<file path="src/rtl/regfile_dump_ctrl_pkg.sv">
// Shared constants, state encodings and types for the register-dump controller.
// The dump walks GPRs first, then the edge-collision registers.
package regfile_dump_ctrl_pkg;

  localparam int unsigned NUM_GPR  = 32;
  localparam int unsigned NUM_ECR  = 6;
  localparam int unsigned DUMP_LEN = NUM_GPR + NUM_ECR;
  localparam int unsigned DATA_W   = 34;
  localparam int unsigned GPR_W    = 32;
  localparam int unsigned IDX_W    = 6;
  localparam int unsigned GPR_AW   = 5;
  localparam int unsigned ECR_AW   = 3;
  localparam int unsigned FIFO_W   = IDX_W + DATA_W;
  localparam int unsigned STATE_W  = 3;

  localparam logic [STATE_W-1:0] ST_IDLE      = 3'd0;
  localparam logic [STATE_W-1:0] ST_WAIT_HALT = 3'd1;
  localparam logic [STATE_W-1:0] ST_READ      = 3'd2;
  localparam logic [STATE_W-1:0] ST_DRAIN     = 3'd3;
  localparam logic [STATE_W-1:0] ST_DONE      = 3'd4;

  localparam logic [31:0] HALT_INSTR = 32'h0;

  typedef struct packed {
    logic [IDX_W-1:0]  idx;
    logic [DATA_W-1:0] data;
  } dump_word_t;

  // A zero instruction only means "halted" once the core has left the reset vector.
  function automatic logic is_halt(input logic [31:0] instr, input logic [31:0] pc);
    return (instr == HALT_INSTR) && (pc != 32'h0);
  endfunction

endpackage

</file>
<file path="src/rtl/regfile_dump_ctrl_if.sv">
// Valid/ready stream carrying one indexed register word per transfer.
interface regfile_dump_ctrl_if;
  import regfile_dump_ctrl_pkg::*;

  logic              valid;
  logic              ready;
  logic [IDX_W-1:0]  idx;
  logic [DATA_W-1:0] data;

  modport master (output valid, output idx, output data, input ready);
  modport slave  (input valid, input idx, input data, output ready);

endinterface

</file>
<file path="src/rtl/regfile_dump_fifo.sv">
// Two-entry synchronous FIFO holding {idx, data} words awaiting the consumer.
// A push and a pop in the same cycle are legal even when full.
module regfile_dump_fifo
  import regfile_dump_ctrl_pkg::*;
#(
  parameter int unsigned WIDTH = FIFO_W
) (
  input  logic             clk,
  input  logic             rstb,
  input  logic             push_i,
  input  logic [WIDTH-1:0] wdata_i,
  input  logic             pop_i,
  output logic [WIDTH-1:0] rdata_o,
  output logic             full_o,
  output logic             empty_o,
  output logic [1:0]       count_o
);

  logic [WIDTH-1:0] mem_q [2];
  logic             wr_ptr_q;
  logic             rd_ptr_q;
  logic [1:0]       count_q;
  logic             wr_en_c;
  logic             rd_en_c;

  assign empty_o = (count_q == 2'd0);
  assign full_o  = (count_q == 2'd2);
  assign count_o = count_q;
  assign rdata_o = mem_q[rd_ptr_q];

  assign rd_en_c = pop_i && !empty_o;
  assign wr_en_c = push_i && (!full_o || rd_en_c);

  always_ff @(posedge clk) begin
    if (rstb) begin
      mem_q[0] <= '0;
      mem_q[1] <= '0;
      wr_ptr_q <= 1'b0;
      rd_ptr_q <= 1'b0;
      count_q  <= 2'd0;
    end else begin
      if (wr_en_c) begin
        mem_q[wr_ptr_q] <= wdata_i;
        wr_ptr_q        <= ~wr_ptr_q;
      end
      if (rd_en_c) begin
        rd_ptr_q <= ~rd_ptr_q;
      end
      count_q <= count_q + 2'(wr_en_c) - 2'(rd_en_c);
    end
  end

endmodule

</file>
<file path="src/rtl/regfile_dump_ctrl.sv">
// End-of-program register dump: waits for halt, reads GPRs then ECRs through
// ports shared with the core (core has priority) and streams indexed words out.
module regfile_dump_ctrl
  import regfile_dump_ctrl_pkg::*;
#(
  parameter int unsigned NUM_GPR = regfile_dump_ctrl_pkg::NUM_GPR,
  parameter int unsigned NUM_ECR = regfile_dump_ctrl_pkg::NUM_ECR,
  parameter int unsigned DATA_W  = regfile_dump_ctrl_pkg::DATA_W
) (
  input  logic                 clk,
  input  logic                 rstb,
  input  logic                 start_i,
  input  logic [31:0]          instr_i,
  input  logic [31:0]          pc_i,
  input  logic                 core_rd_req_i,
  output logic                 rf_rd_en_o,
  output logic [GPR_AW-1:0]    rf_rd_addr_o,
  input  logic [GPR_W-1:0]     rf_rd_data_i,
  output logic                 ec_rd_en_o,
  output logic [ECR_AW-1:0]    ec_rd_addr_o,
  input  logic [DATA_W-1:0]    ec_rd_data_i,
  regfile_dump_ctrl_if.master  dump,
  output logic                 busy_o,
  output logic                 done_o
);

  localparam int unsigned LAST_IDX = NUM_GPR + NUM_ECR - 1;

  logic [STATE_W-1:0] state_q, state_d;
  logic [IDX_W-1:0]   idx_q, idx_d;
  logic               infl_q, infl_d;
  logic               infl_ec_q, infl_ec_d;
  logic [IDX_W-1:0]   infl_idx_q, infl_idx_d;
  logic               busy_q, busy_d;
  logic               done_q, done_d;

  logic               halt_c;
  logic               is_gpr_c;
  logic               pop_c;
  logic [2:0]         occ_c;
  logic               issue_c;

  dump_word_t         wdata_c;
  dump_word_t         rdata_c;
  logic               fifo_full;
  logic               fifo_empty;
  logic [1:0]         fifo_count;

  assign halt_c   = is_halt(instr_i, pc_i);
  assign is_gpr_c = (idx_q < IDX_W'(NUM_GPR));
  assign pop_c    = dump.valid && dump.ready;

  // Words already queued or in flight, net of the word leaving this cycle.
  assign occ_c   = 3'(fifo_count) + 3'(infl_q) - 3'(pop_c);
  assign issue_c = !rstb && (state_q == ST_READ) && !core_rd_req_i &&
                   (occ_c < 3'd2) && !(fifo_full && !pop_c);

  assign rf_rd_en_o   = issue_c && is_gpr_c;
  assign rf_rd_addr_o = rf_rd_en_o ? idx_q[GPR_AW-1:0] : '0;
  assign ec_rd_en_o   = issue_c && !is_gpr_c;
  assign ec_rd_addr_o = ec_rd_en_o ? ECR_AW'(idx_q - IDX_W'(NUM_GPR)) : '0;

  // Register data returns one cycle after the strobe; capture it with its index.
  assign wdata_c.idx  = infl_idx_q;
  assign wdata_c.data = infl_ec_q ? ec_rd_data_i : DATA_W'(rf_rd_data_i);

  regfile_dump_fifo #(
    .WIDTH (FIFO_W)
  ) u_fifo (
    .clk     (clk),
    .rstb    (rstb),
    .push_i  (infl_q),
    .wdata_i (wdata_c),
    .pop_i   (pop_c),
    .rdata_o (rdata_c),
    .full_o  (fifo_full),
    .empty_o (fifo_empty),
    .count_o (fifo_count)
  );

  assign dump.valid = !fifo_empty;
  assign dump.idx   = rdata_c.idx;
  assign dump.data  = rdata_c.data;

  assign busy_o = busy_q;
  assign done_o = done_q;

  always_comb begin
    state_d    = state_q;
    idx_d      = idx_q;
    infl_d     = issue_c;
    infl_ec_d  = !is_gpr_c;
    infl_idx_d = idx_q;

    case (state_q)
      ST_IDLE: begin
        if (start_i) state_d = ST_WAIT_HALT;
      end
      ST_WAIT_HALT: begin
        if (halt_c) begin
          state_d = ST_READ;
          idx_d   = '0;
        end
      end
      ST_READ: begin
        if (issue_c) begin
          idx_d = idx_q + IDX_W'(1);
          if (idx_q == IDX_W'(LAST_IDX)) begin
            state_d = ST_DRAIN;
            idx_d   = '0;
          end
        end
      end
      ST_DRAIN: begin
        // Finish once the last word is leaving and nothing is left behind it.
        if (!infl_q && ((fifo_count - 2'(pop_c)) == 2'd0)) state_d = ST_DONE;
      end
      ST_DONE: begin
        state_d = ST_IDLE;
      end
      default: begin
        state_d = ST_IDLE;
      end
    endcase

    busy_d = (state_d != ST_IDLE);
    done_d = (state_d == ST_DONE);
  end

  always_ff @(posedge clk) begin
    if (rstb) begin
      state_q    <= ST_IDLE;
      idx_q      <= '0;
      infl_q     <= 1'b0;
      infl_ec_q  <= 1'b0;
      infl_idx_q <= '0;
      busy_q     <= 1'b0;
      done_q     <= 1'b0;
    end else begin
      state_q    <= state_d;
      idx_q      <= idx_d;
      infl_q     <= infl_d;
      infl_ec_q  <= infl_ec_d;
      infl_idx_q <= infl_idx_d;
      busy_q     <= busy_d;
      done_q     <= done_d;
    end
  end

endmodule

</file>
<file path="src/flat_wrapper.sv">
// flat-port wrapper written by rule: the top's interface ports become plain ports
module regfile_dump_ctrl_flat import regfile_dump_ctrl_pkg::*;
#(
  parameter int unsigned NUM_GPR = regfile_dump_ctrl_pkg::NUM_GPR,
  parameter int unsigned NUM_ECR = regfile_dump_ctrl_pkg::NUM_ECR,
  parameter int unsigned DATA_W  = regfile_dump_ctrl_pkg::DATA_W
)
  (clk, rstb, start_i, instr_i, pc_i, core_rd_req_i, rf_rd_en_o, rf_rd_addr_o, rf_rd_data_i, ec_rd_en_o, ec_rd_addr_o, ec_rd_data_i, busy_o, done_o, dump_valid, dump_idx, dump_data, dump_ready);
  regfile_dump_ctrl_if dump_i ();
  input  logic clk;
  input  logic rstb;
  input  logic start_i;
  input  logic [31:0] instr_i;
  input  logic [31:0] pc_i;
  input  logic core_rd_req_i;
  output logic rf_rd_en_o;
  output logic [GPR_AW-1:0] rf_rd_addr_o;
  input  logic [GPR_W-1:0] rf_rd_data_i;
  output logic ec_rd_en_o;
  output logic [ECR_AW-1:0] ec_rd_addr_o;
  input  logic [DATA_W-1:0] ec_rd_data_i;
  output logic busy_o;
  output logic done_o;
  output wire logic [$bits(dump_i.valid)-1:0] dump_valid;
  output wire logic [$bits(dump_i.idx)-1:0] dump_idx;
  output wire logic [$bits(dump_i.data)-1:0] dump_data;
  input wire logic [$bits(dump_i.ready)-1:0] dump_ready;
  assign dump_valid = dump_i.valid;
  assign dump_idx = dump_i.idx;
  assign dump_data = dump_i.data;
  assign dump_i.ready = dump_ready;
  regfile_dump_ctrl #(.NUM_GPR(NUM_GPR), .NUM_ECR(NUM_ECR), .DATA_W(DATA_W)) u_core (.clk(clk), .rstb(rstb), .start_i(start_i), .instr_i(instr_i), .pc_i(pc_i), .core_rd_req_i(core_rd_req_i), .rf_rd_en_o(rf_rd_en_o), .rf_rd_addr_o(rf_rd_addr_o), .rf_rd_data_i(rf_rd_data_i), .ec_rd_en_o(ec_rd_en_o), .ec_rd_addr_o(ec_rd_addr_o), .ec_rd_data_i(ec_rd_data_i), .dump(dump_i), .busy_o(busy_o), .done_o(done_o));
endmodule
</file>
<file path="config.mk">
export PLATFORM = sky130hd
export DESIGN_NAME = regfile_dump_ctrl_flat
export DESIGN_NICKNAME = d
export VERILOG_FILES = /design/src/rtl/regfile_dump_ctrl_pkg.sv /design/src/rtl/regfile_dump_ctrl_if.sv /design/src/rtl/regfile_dump_fifo.sv /design/src/rtl/regfile_dump_ctrl.sv /design/src/flat_wrapper.sv
export SDC_FILE = /design/constraint.sdc
export NUM_CORES = 1
export LEC_CHECK = 0
export ABC_AREA = 1
export CAP_MARGIN = 20
export CORE_ASPECT_RATIO = 1.2
export CORE_MARGIN = 10
export CORE_UTILIZATION = 40
export CTS_CLUSTER_DIAMETER = 60
export DETAILED_ROUTE_END_ITERATION = 10
export HOLD_SLACK_MARGIN = 0.12
export PLACE_DENSITY = 0.72
export SLEW_MARGIN = 10
export SYNTH_ARGS = -nofsm -noshare
export SYNTH_HDL_FRONTEND = slang
export SYNTH_HIERARCHICAL = 1
export SYNTH_SLANG_ARGS = --single-unit
</file>
<file path="constraint.sdc">
create_clock -name clk -period 6.7 [get_ports clk]
set_input_delay 1.005 -clock clk [delete_from_list [all_inputs] [get_ports clk]]
set_output_delay 1.005 -clock clk [all_outputs]
set_load 0.01 [all_outputs]
</file>
Word level (Yosys, flattened, before mapping)
Memories as Yosys holds them, arrays and structs flattened. A register that Yosys moved wholly into a read port is not among the register bits.
Cells that the tools add are included.
- muxes and demuxes: 23
- $add $sub $neg: 7
- bitwise gates (word level): 2
- $lt $le $gt $ge: 2
- div/mod/pow operators: 0
- reductions and logical operators: 30
- eq/ne operators: 8
- shift operators: 0
- $mul: 0
- operator list (operator ; number):
    $mux W40 ; 1
    $reduce_or A40 Y1 ; 1
    $mux W34 ; 1
    $logic_not A32 Y1 ; 1
    $reduce_bool A32 Y1 ; 1
    $mux W3 ; 6
    $mux W6 ; 3
    $logic_and A1 B1 Y1 ; 12
    $pmux W3 S4 ; 1
    $pmux W6 S2 ; 1
    $mux W1 ; 9
    $logic_not A1 Y1 ; 8
    $add A6 B1 Y6 const B ; 1
    $eq A3 B2 Y1 const B ; 2
    $eq A6 B6 Y1 const B ; 1
    $lt A6 B6 Y1 const B ; 1
    $mux W5 ; 1
    $logic_not A2 Y1 ; 2
    $ne A2 B1 Y1 const B ; 2
    $sub A2 B1 Y2 ; 2
    $add A2 B1 Y3 ; 1
    $eq A3 B1 Y1 const B ; 1
    $eq A3 B3 Y1 const B ; 1
    $logic_not A3 Y1 ; 1
    other kinds (10) ; 11
- latch bits: 0
- bits in writable memories: 80
- memories: 1
- output and inout bits: 53
- bits in registers: 23
- input bits: 135
- ROM bits: 0
- logic and storage cells: 83
- memories (memory ; depth ; width ; read ports ; clocked after memory_dff ; wr ports ; RTL line ; RTL):
    u_core.u_fifo.mem_q ; 2 ; 40 ; 1 ; 1 ; 2 ; regfile_dump_fifo.sv:19 ; logic [WIDTH-1:0] mem_q [2];

Longest topological paths before layout
Gate-level depths: netlist of run 1.
- depth in word-level cells: 11
- mapped depth: 14
- mapped depth without buffers: 14

By module
The synthesis of run 1 kept the hierarchy.
- by module, submodules not included (module ; cells each ; area an instance (um^2) ; times used ; seq. area each (um^2)):
    regfile_dump_fifo ; 294 ; 3779.9 ; 1 ; 2502.4
    regfile_dump_ctrl ; 248 ; 1601.5 ; 1 ; 360.3

Worst setup path before layout of run 1
OpenSTA, ideal clock, no wires.
- path kind: input port to output port
- start point: in dump_ready
- end point: out rf_rd_addr_o[0]
- path slack: 2969 ps
- stages: 12
- arrival: 2726 ps
- data required time: 5695 ps
- path buffers: 0
- cell sequence: inv_1 nor2_1 ha_1 inv_1 nand2_1 fa_1 nand2_1 nor2_1 nand2_2 nor2_1 inv_1 nor2_1
- longest elaborated chain between the ends: 7
- elaborated cells on any way between the ends: 10
- classes of those cells: add/sub (1); order compare (1); mux (1); reduce/logical (7)
- ends and longest elaborated chain (item ; RTL line ; RTL):
    start: declaration ; flat_wrapper.sv:27 ; input wire logic [$bits(dump_i.ready)-1:0] dump_ready;
    $logic_and A1 B1 Y1 (*) ; regfile_dump_ctrl.sv:51 ; assign pop_c = dump.valid && dump.ready;
    via u_core.pop_c ; regfile_dump_ctrl.sv:39 ; logic pop_c;
    $sub A3 B1 Y3 or $logic_not A1 Y1 (tied branches) ; regfile_dump_ctrl.sv:54, regfile_dump_ctrl.sv:56 ;
    $lt A3 B2 Y1 or $logic_and A1 B1 Y1 (tied branches) ; regfile_dump_ctrl.sv:56 ; (occ_c < 3'd2) && !(fifo_full && !pop_c);
    $logic_and A1 B1 Y1 or $logic_not A1 Y1 (tied branches) ; regfile_dump_ctrl.sv:55, regfile_dump_ctrl.sv:56 ;
    $logic_and A1 B1 Y1 (*) ; regfile_dump_ctrl.sv:56 ;
    $logic_and A1 B1 Y1 (*) ; regfile_dump_ctrl.sv:58 ; assign rf_rd_en_o = issue_c && is_gpr_c;
    via rf_rd_en_o ; flat_wrapper.sv:16 ; output logic rf_rd_en_o;
    $mux W5 (*) ; regfile_dump_ctrl.sv:59 ; assign rf_rd_addr_o = rf_rd_en_o ? idx_q[GPR_AW-1:0] : '0;
    end: declaration ; flat_wrapper.sv:17 ; output logic [GPR_AW-1:0] rf_rd_addr_o;
Mark *: on every way through the listed nets, which the timed path passes. The rest lies on a longest branch.

Worst setup path in the final report of run 1
- start point: in dump_ready
- end point: out rf_rd_addr_o[4]
- longest elaborated chain between the ends: 7
- elaborated cells on any way between the ends: 10
- classes of those cells: add/sub (1); order compare (1); mux (1); reduce/logical (7)
- ends and longest elaborated chain (item ; RTL line):
    $logic_and A1 B1 Y1 (*) ; regfile_dump_ctrl.sv:51
    via u_core.pop_c ; regfile_dump_ctrl.sv:39
    $sub A3 B1 Y3 or $logic_not A1 Y1 (tied branches) ; regfile_dump_ctrl.sv:54, regfile_dump_ctrl.sv:56
    $lt A3 B2 Y1 or $logic_and A1 B1 Y1 (tied branches) ; regfile_dump_ctrl.sv:56
    $logic_and A1 B1 Y1 or $logic_not A1 Y1 (tied branches) ; regfile_dump_ctrl.sv:55, regfile_dump_ctrl.sv:56
    $logic_and A1 B1 Y1 (*) ; regfile_dump_ctrl.sv:56
    $logic_and A1 B1 Y1 (*) ; regfile_dump_ctrl.sv:58
    $mux W5 (*) ; regfile_dump_ctrl.sv:59
Marks and branches as above.

==> flow_summary.json, run 1 <==
{
  "rsz0062_at_grt": "false",
  "dp_hpwl_um": 10490,
  "setup_viol": 0,
  "worst_pin_slew_ns": 1.016,
  "status": "complete, no violations",
  "max-vdd-ir-drop_uv": 142.1,
  "start_util": 0.4083,
  "routed_wl_um": 13750,
  "fin_worst_skew_ns": 0.006420,
  "synthToLayoutAreaGrowth_pct": 41.97,
  "cp.required_ns": 5.69,
  "met3_usage": 0.05508,
  "ioPinCount": 188,
  "clock_sinks": 103,
  "clkLatencyLatePin_ns": 0.34,
  "path_class": "in2out",
  "synth-edff-count": 80,
  "cpPeakStageDelay_ns": 0.55,
  "holdBufCountCts": 0,
  "postCtsSetupRepairBufs": 0,
  "root_buffer": "clkbuf_16",
  "yosys.cell_types.count": 34,
  "netlist_area_sq_mm": 0.005381,
  "die_w_um": 125.9,
  "path_max_fanout": 6,
  "h-tree-depth": 3,
  "cp.arrival_ns": 3.79,
  "place.gp.congestion": 0.7973,
  "tns_ns": 0,
  "wire_per_inst_um": 15.35,
  "drt_iter0_drc": 202,
  "cts.reportedPaths.clkPinSlew_ns": 0.06,
  "yosysSeqAreaShare": 0.5320,
  "grt_overflow": 0,
  "cpMaxStageDelayCell": "clkdlybuf4s50_1",
  "portBuffers": 187,
  "num-nets-final": 863,
  "drive_above_1_share": 0.1731,
  "grt.busiest_layer": "met2",
  "ys.flop_type": "edfxtp_1",
  "p_int_mw": 1.102,
  "syn_nets": 682,
  "hp-start": "u_core/idx_q[5]",
  "gr-usage-met2": 0.2422,
  "max_cap_viol_count": 0,
  "pwr-share-seq": 0.515,
  "setup_ws_ns": 1.907,
  "reg2reg_from": "u_core/u_fifo/count_o[1]",
  "post-route-min-period_ns": 4.793,
  "finalMaxSlewViolations": 0,
  "num_vias": 4247,
  "pwr-share-comb": 0.112,
  "core_sq_mm": 0.01318,
  "drtPass1Iterations": 5,
  "power.share.clock": 0.373,
  "cts_max_path_buffers": 2,
  "grt_start_max_net_pins": 43,
  "cts_resized": 0,
  "yosysWarnings": 6,
  "hold_path_class": "reg2reg",
  "critPathMostFrequentCell": "nor2_1",
  "async_flop_share": 0,
  "drcViolationCount": 0,
  "p_leak_nw": 3.019,
  "fmax_mhz": 208.6,
  "switching_power_mw": 0.2729,
  "avgViaCountPerCell": 4.740,
  "synth.avg_cell_area_sq_um": 9.929,
  "cts_made_buffers": 9,
  "hold_violations": 0,
  "antenna_found_initial": 0,
  "power_density_mw_per_mm2": 179.9,
  "timing.final.crit_share": 0.7153,
  "dp_worst_setup_slack_ns": 1.898,
  "grt_pass1_vias": 4550,
  "num_antenna_cells": 0,
  "slew_headroom": 0.3199,
  "endpoint_kind": "primary output",
  "die-area_sq_mm": 0.01851,
  "cts_tree": "built",
  "switching_share": 0.1985,
  "syn_inst": 542,
  "rows": 46,
  "startpoint_type": "input pin",
  "grt_pass1_wl_um": 22260,
  "total_power_mw": 1.375,
  "path_cells": "clkdlybuf4s50_1 -> inv_1 -> nor2_1 -> ha_1 -> inv_1 -> nand2_1 -> fa_1 -> nand2_1 -> nor2_1 -> nand2_2 -> nor2_1 -> inv_1 -> nor2_1 -> clkdlybuf4s50_1",
  "synth_seq_cells": 103,
  "grtUsageTotal": 0.1464,
  "met1_usage": 0.1700,
  "startpoint": "dump_ready",
  "ant_nets": 0,
  "die_y_um": 147.1
}
-- metrics by stage --
step,util,instances,hold WS [ns],cell area [sq um]
final,0.5796,896,0.5229,7640
after global routing,0.5796,896,0.5534,7640
after CTS,0.5796,896,0.5181,7640
after detailed placement,0.5567,880,0.5084,7337
after global placement,0.5567,880,0.4897,7337
after floorplan,-,542,0.4669,5381
-- power by group through the flow --
stage,clock network (mW),registers (mW),logic (mW)
floorplan,0,0.721,0.0468
global placement,0,0.721,0.153
detailed placement,0,0.722,0.156
CTS,0.527,0.708,0.157
global route,0.545,0.710,0.167
finish,0.513,0.708,0.154
-- worst max-delay path, delay by kind of cell --
kind / cells / cell delay [ns]
buf+inv: 5 / 1.27
simple gates: 7 / 0.76
fa+ha+maj: 2 / 0.74
-- synthesized netlist by cell type (3+ instances only) --
library cell    n  share of area
nand2_1        58          0.040
a21oi_1         6         0.0056
buf_6           8          0.017
ha_1            4         0.0093
inv_2           3         0.0021
dfxtp_1        23          0.086
buf_2           7         0.0065
inv_1          86          0.060
nand2_2         4         0.0046
nor2_4          3         0.0063
mux2_2         72           0.15
edfxtp_1       80           0.45
nor2_1        127          0.089
nand3_1        16          0.015
nor2_2         19          0.022
-- final timing paths --
check	end	slack, ns	cells past startpoint
worst min-delay path	u_core/idx_q[5]	0.52	2
worst max-delay path	rf_rd_addr_o[4]	1.91	14
worst min register to register	u_core/idx_q[5]	0.52	2
worst max register to register	u_core/u_fifo/mem_q[0][36]	3.53	6
-- cells in the final DEF (no fill, tap or decap), drive strengths merged, types with 3 or more instances in the layout --
cell           Yosys  layout
a21oi              7       7
clkbuf             2      12
clkdlybuf4s50      0     187
dfxtp             23      23
edfxtp            80      80
ha                 4       4
inv               89      90
mux2              72      72
nand2             63      63
nand3             17      17
nand4              4       4
nor2             149     149
o21ai              3       3
-- sequential cells by signal (all words and copies together) (netlist names), named ones only --
signal	count
u_core/done_o	1
u_core/infl_ec_q	1
u_core/infl_idx_q	5
u_core/u_fifo/wr_ptr_q	1
u_core/u_fifo/mem_q	80
u_core/u_fifo/rd_ptr_q	1
u_core/idx_q	6
u_core/u_fifo/count_o	2
u_core/infl_q	1
u_core/state_q	3
u_core/busy_o	1
-- layout make-up --
cell class,instances,area [sq um]
Tap cell,168,210.2
Inverter,89,334.1
Timing Repair Buffer,188,1879
Sequential cell,103,2864
Multi-Input combinational cell,332,2049
Clock inverter,4,23.77
Fill cell,1176,5540
Clock buffer,12,279.0
-- metal layers --
layer | wire [um] | vias up
met3 | 1292 | 12
met5 | 0 | -
met1 | 5828 | 1931
met4 | 191 | 0
met2 | 6440 | 200
li1 | - | 2104
-- logic make-up after synthesis --
family	synth area share
AOI/OAI and AO/OA	0.01139
xor gates and xnor gates	0.003256
adders and majority gates	0.01302
buffers and inverters	0.08812
DFF	0.5320
muxes	0.1507
and+or+nand+nor	0.2016
(Power assumes the default switching activity.)
==> inputs of run 2 (changes only) <==
- PLACE_DENSITY: 0.72 -> 0.75
- clock period: 6.7 -> 4.2 ns (I/O delays scaled with it)
==> run 2 against run 1 <==
Sequential power grew 60%. First-iteration DRC count grew 22%. Die area is the same. Power grew 57%. Final cell count grew 0.33%. Sequential cell count is the same. Global-route usage grew 0.14 points. Wire length grew 1.3%. Register-to-register slack lost 1.9 ns. Non-clock buffer count grew 3. Count of clock-buffer cells in the layout shrank 1. Critical path depth is the same. Largest cell class unchanged.
==> flow_summary.json, run 2 (synthesis results as in run 1) <==
{
  "cp.arrival_ns": 3.41,
  "cts_tree": "built",
  "timing.final.crit_share": 0.9607,
  "holdBufCountCts": 0,
  "final_cells": 899,
  "max-vdd-ir-drop_uv": 179.6,
  "endpoint_kind": "primary output",
  "dp_hpwl_um": 10380,
  "r2r_slack_ns": 1.62,
  "grt_overflow": 0,
  "cts.reportedPaths.clkPinSlew_ns": 0.07,
  "cts_max_path_buffers": 2,
  "die-area_sq_mm": 0.01851,
  "start_util": 0.4083,
  "tns_ns": 0,
  "path_max_fanout": 6,
  "routed_wl_um": 13930,
  "ant_nets": 0,
  "antenna_found_initial": 0,
  "path_class": "in2out",
  "final_common_cell": "clkdlybuf4s50_1",
  "post-route-min-period_ns": 4.035,
  "hold_path_class": "reg2reg",
  "root_buffer": "clkbuf_16",
  "grt_start_max_net_pins": 42,
  "grt_pass1_wl_um": 22510,
  "dp_worst_setup_slack_ns": 0.1571,
  "startpoint_type": "input pin",
  "rsz0062_at_grt": "true",
  "worst_pin_slew_ns": 1.044,
  "ioPinCount": 188,
  "grt_pass1_vias": 4648,
  "setup_ws_ns": 0.1649,
  "wire_per_inst_um": 15.49,
  "slew_headroom": 0.3016,
  "core_sq_mm": 0.01318,
  "finalMaxSlewViolations": 0,
  "max_cap_viol_count": 0,
  "avgViaCountPerCell": 4.741,
  "clkLatencyLatePin_ns": 0.34,
  "fin_worst_skew_ns": 0.006314,
  "setup_viol": 0,
  "drtPass1Iterations": 5,
  "num-nets-final": 866,
  "die_w_um": 125.9,
  "grtUsageTotal": 0.1477,
  "cp.required_ns": 3.57,
  "power_density_mw_per_mm2": 282.1,
  "place.gp.congestion": 0.8344,
  "largest_register_ff_count": 80,
  "portBuffers": 187,
  "die_y_um": 147.1,
  "p_leak_nw": 3.099,
  "cts_made_buffers": 9,
  "reg_top3": "u_core/u_fifo/mem_q x80, u_core/idx_q x6, u_core/infl_idx_q x5",
  "drt_iter0_drc": 246,
  "num_antenna_cells": 0,
  "regMostFlops": "u_core/u_fifo/mem_q",
  "rows": 46,
  "hold_violations": 0,
  "num_vias": 4262,
  "holdWs_ns": 0.5103,
  "final_util": 0.5809,
  "fmax_mhz": 247.8,
  "layout_common_cells": "clkdlybuf4s50_1 (183), nor2_1 (127), inv_1 (86), edfxtp_1 (80), mux2_2 (72)",
  "postCtsSetupRepairBufs": 0,
  "status": "complete, no violations",
  "clock_sinks": 103,
  "dp_cells": 883,
  "h-tree-depth": 3,
  "drive_above_1_share": 0.1778,
  "synthToLayoutAreaGrowth_pct": 42.27,
  "drcViolationCount": 0
}
-- run 2: cell types whose count changed in the layout (fill, tap and decap cells not counted), sizes merged --
cell	before	now
clkinv	2	4
clkdlybuf4s50	187	183
buf	1	4
dlymetal6s2s	0	4
inv	90	89
clkbuf	12	11
-- run 2: metrics by stage --
| step | power (mW) | area (sq um) |
|---|---|---|
| 6_report | 2.160 | 7656 |
| 5_1_grt | 2.244 | 7656 |
| 4_1_cts | 2.183 | 7646 |
| 3_5_place_dp | 1.401 | 7361 |
| 3_3_place_gp | 1.394 | 7361 |
| 2_1_floorplan | 1.224 | 5381 |
-- run 2: where the power goes --
| part | total (mW) | switching [mW] | internal [mW] | leakage [nW] |
|---|---|---|---|---|
| combinational | 0.247 | 0.0825 | 0.164 | 1.95 |
| sequential | 1.13 | 0.00716 | 1.12 | 1.01 |
| clock | 0.784 | 0.348 | 0.436 | 0.140 |
-- run 2: area by class of cell --
cell class	count	area, sq um
timing repair buffer	191	1912
tap	168	210.2
multi-input combinational	332	2049
clock buffer	11	254.0
sequential	103	2865
fill	1165	5524
inverter	89	334.1
clock inverter	5	31.28
-- run 2: path summary, 6_finish.rpt --
path | start | endpoint | cells past startpoint
setup / recovery | dump_ready | rf_rd_addr_o[1] | 14
hold / removal | u_core/u_fifo/rd_ptr_q | flop | 2
setup reg to reg | u_core/u_fifo/count_o[1] | u_core/idx_q[0] | 13
hold reg to reg | u_core/u_fifo/rd_ptr_q | flop | 2
-- run 2: timing repair --
action                                  in CTS  in global routing
endpoints found under the setup margin       0                  6
hold endpoints to repair                     0                  0
gates resized for setup                      0                  4
-- run 2: worst max-delay path: stages --
cell	delay, ns
clkdlybuf4s50_1	0.48
inv_1	0.04
nor2_1	0.14
ha_1	0.26
inv_1	0.07
nand2_1	0.06
fa_1	0.50
nand2_1	0.06
nor2_1	0.12
nand2_2	0.11
nor2_1	0.14
inv_1	0.13
nor2_1	0.11
clkdlybuf4s50_1	0.54
-- run 2: metal layers --
metal  track usage  share of wire  vias up
met4       0.05872          0.027        0
met1        0.1621           0.40     1922
met2        0.2542           0.47      211
li1              -              -     2101
met3       0.05220          0.095       28
met5             0              0        -
==> inputs of run 3 (changes only) <==
- CTS_CLUSTER_DIAMETER: 60 -> 50
==> results of run 3 <==
The final DEF is identical to that of run 2; final timing and power are the same.
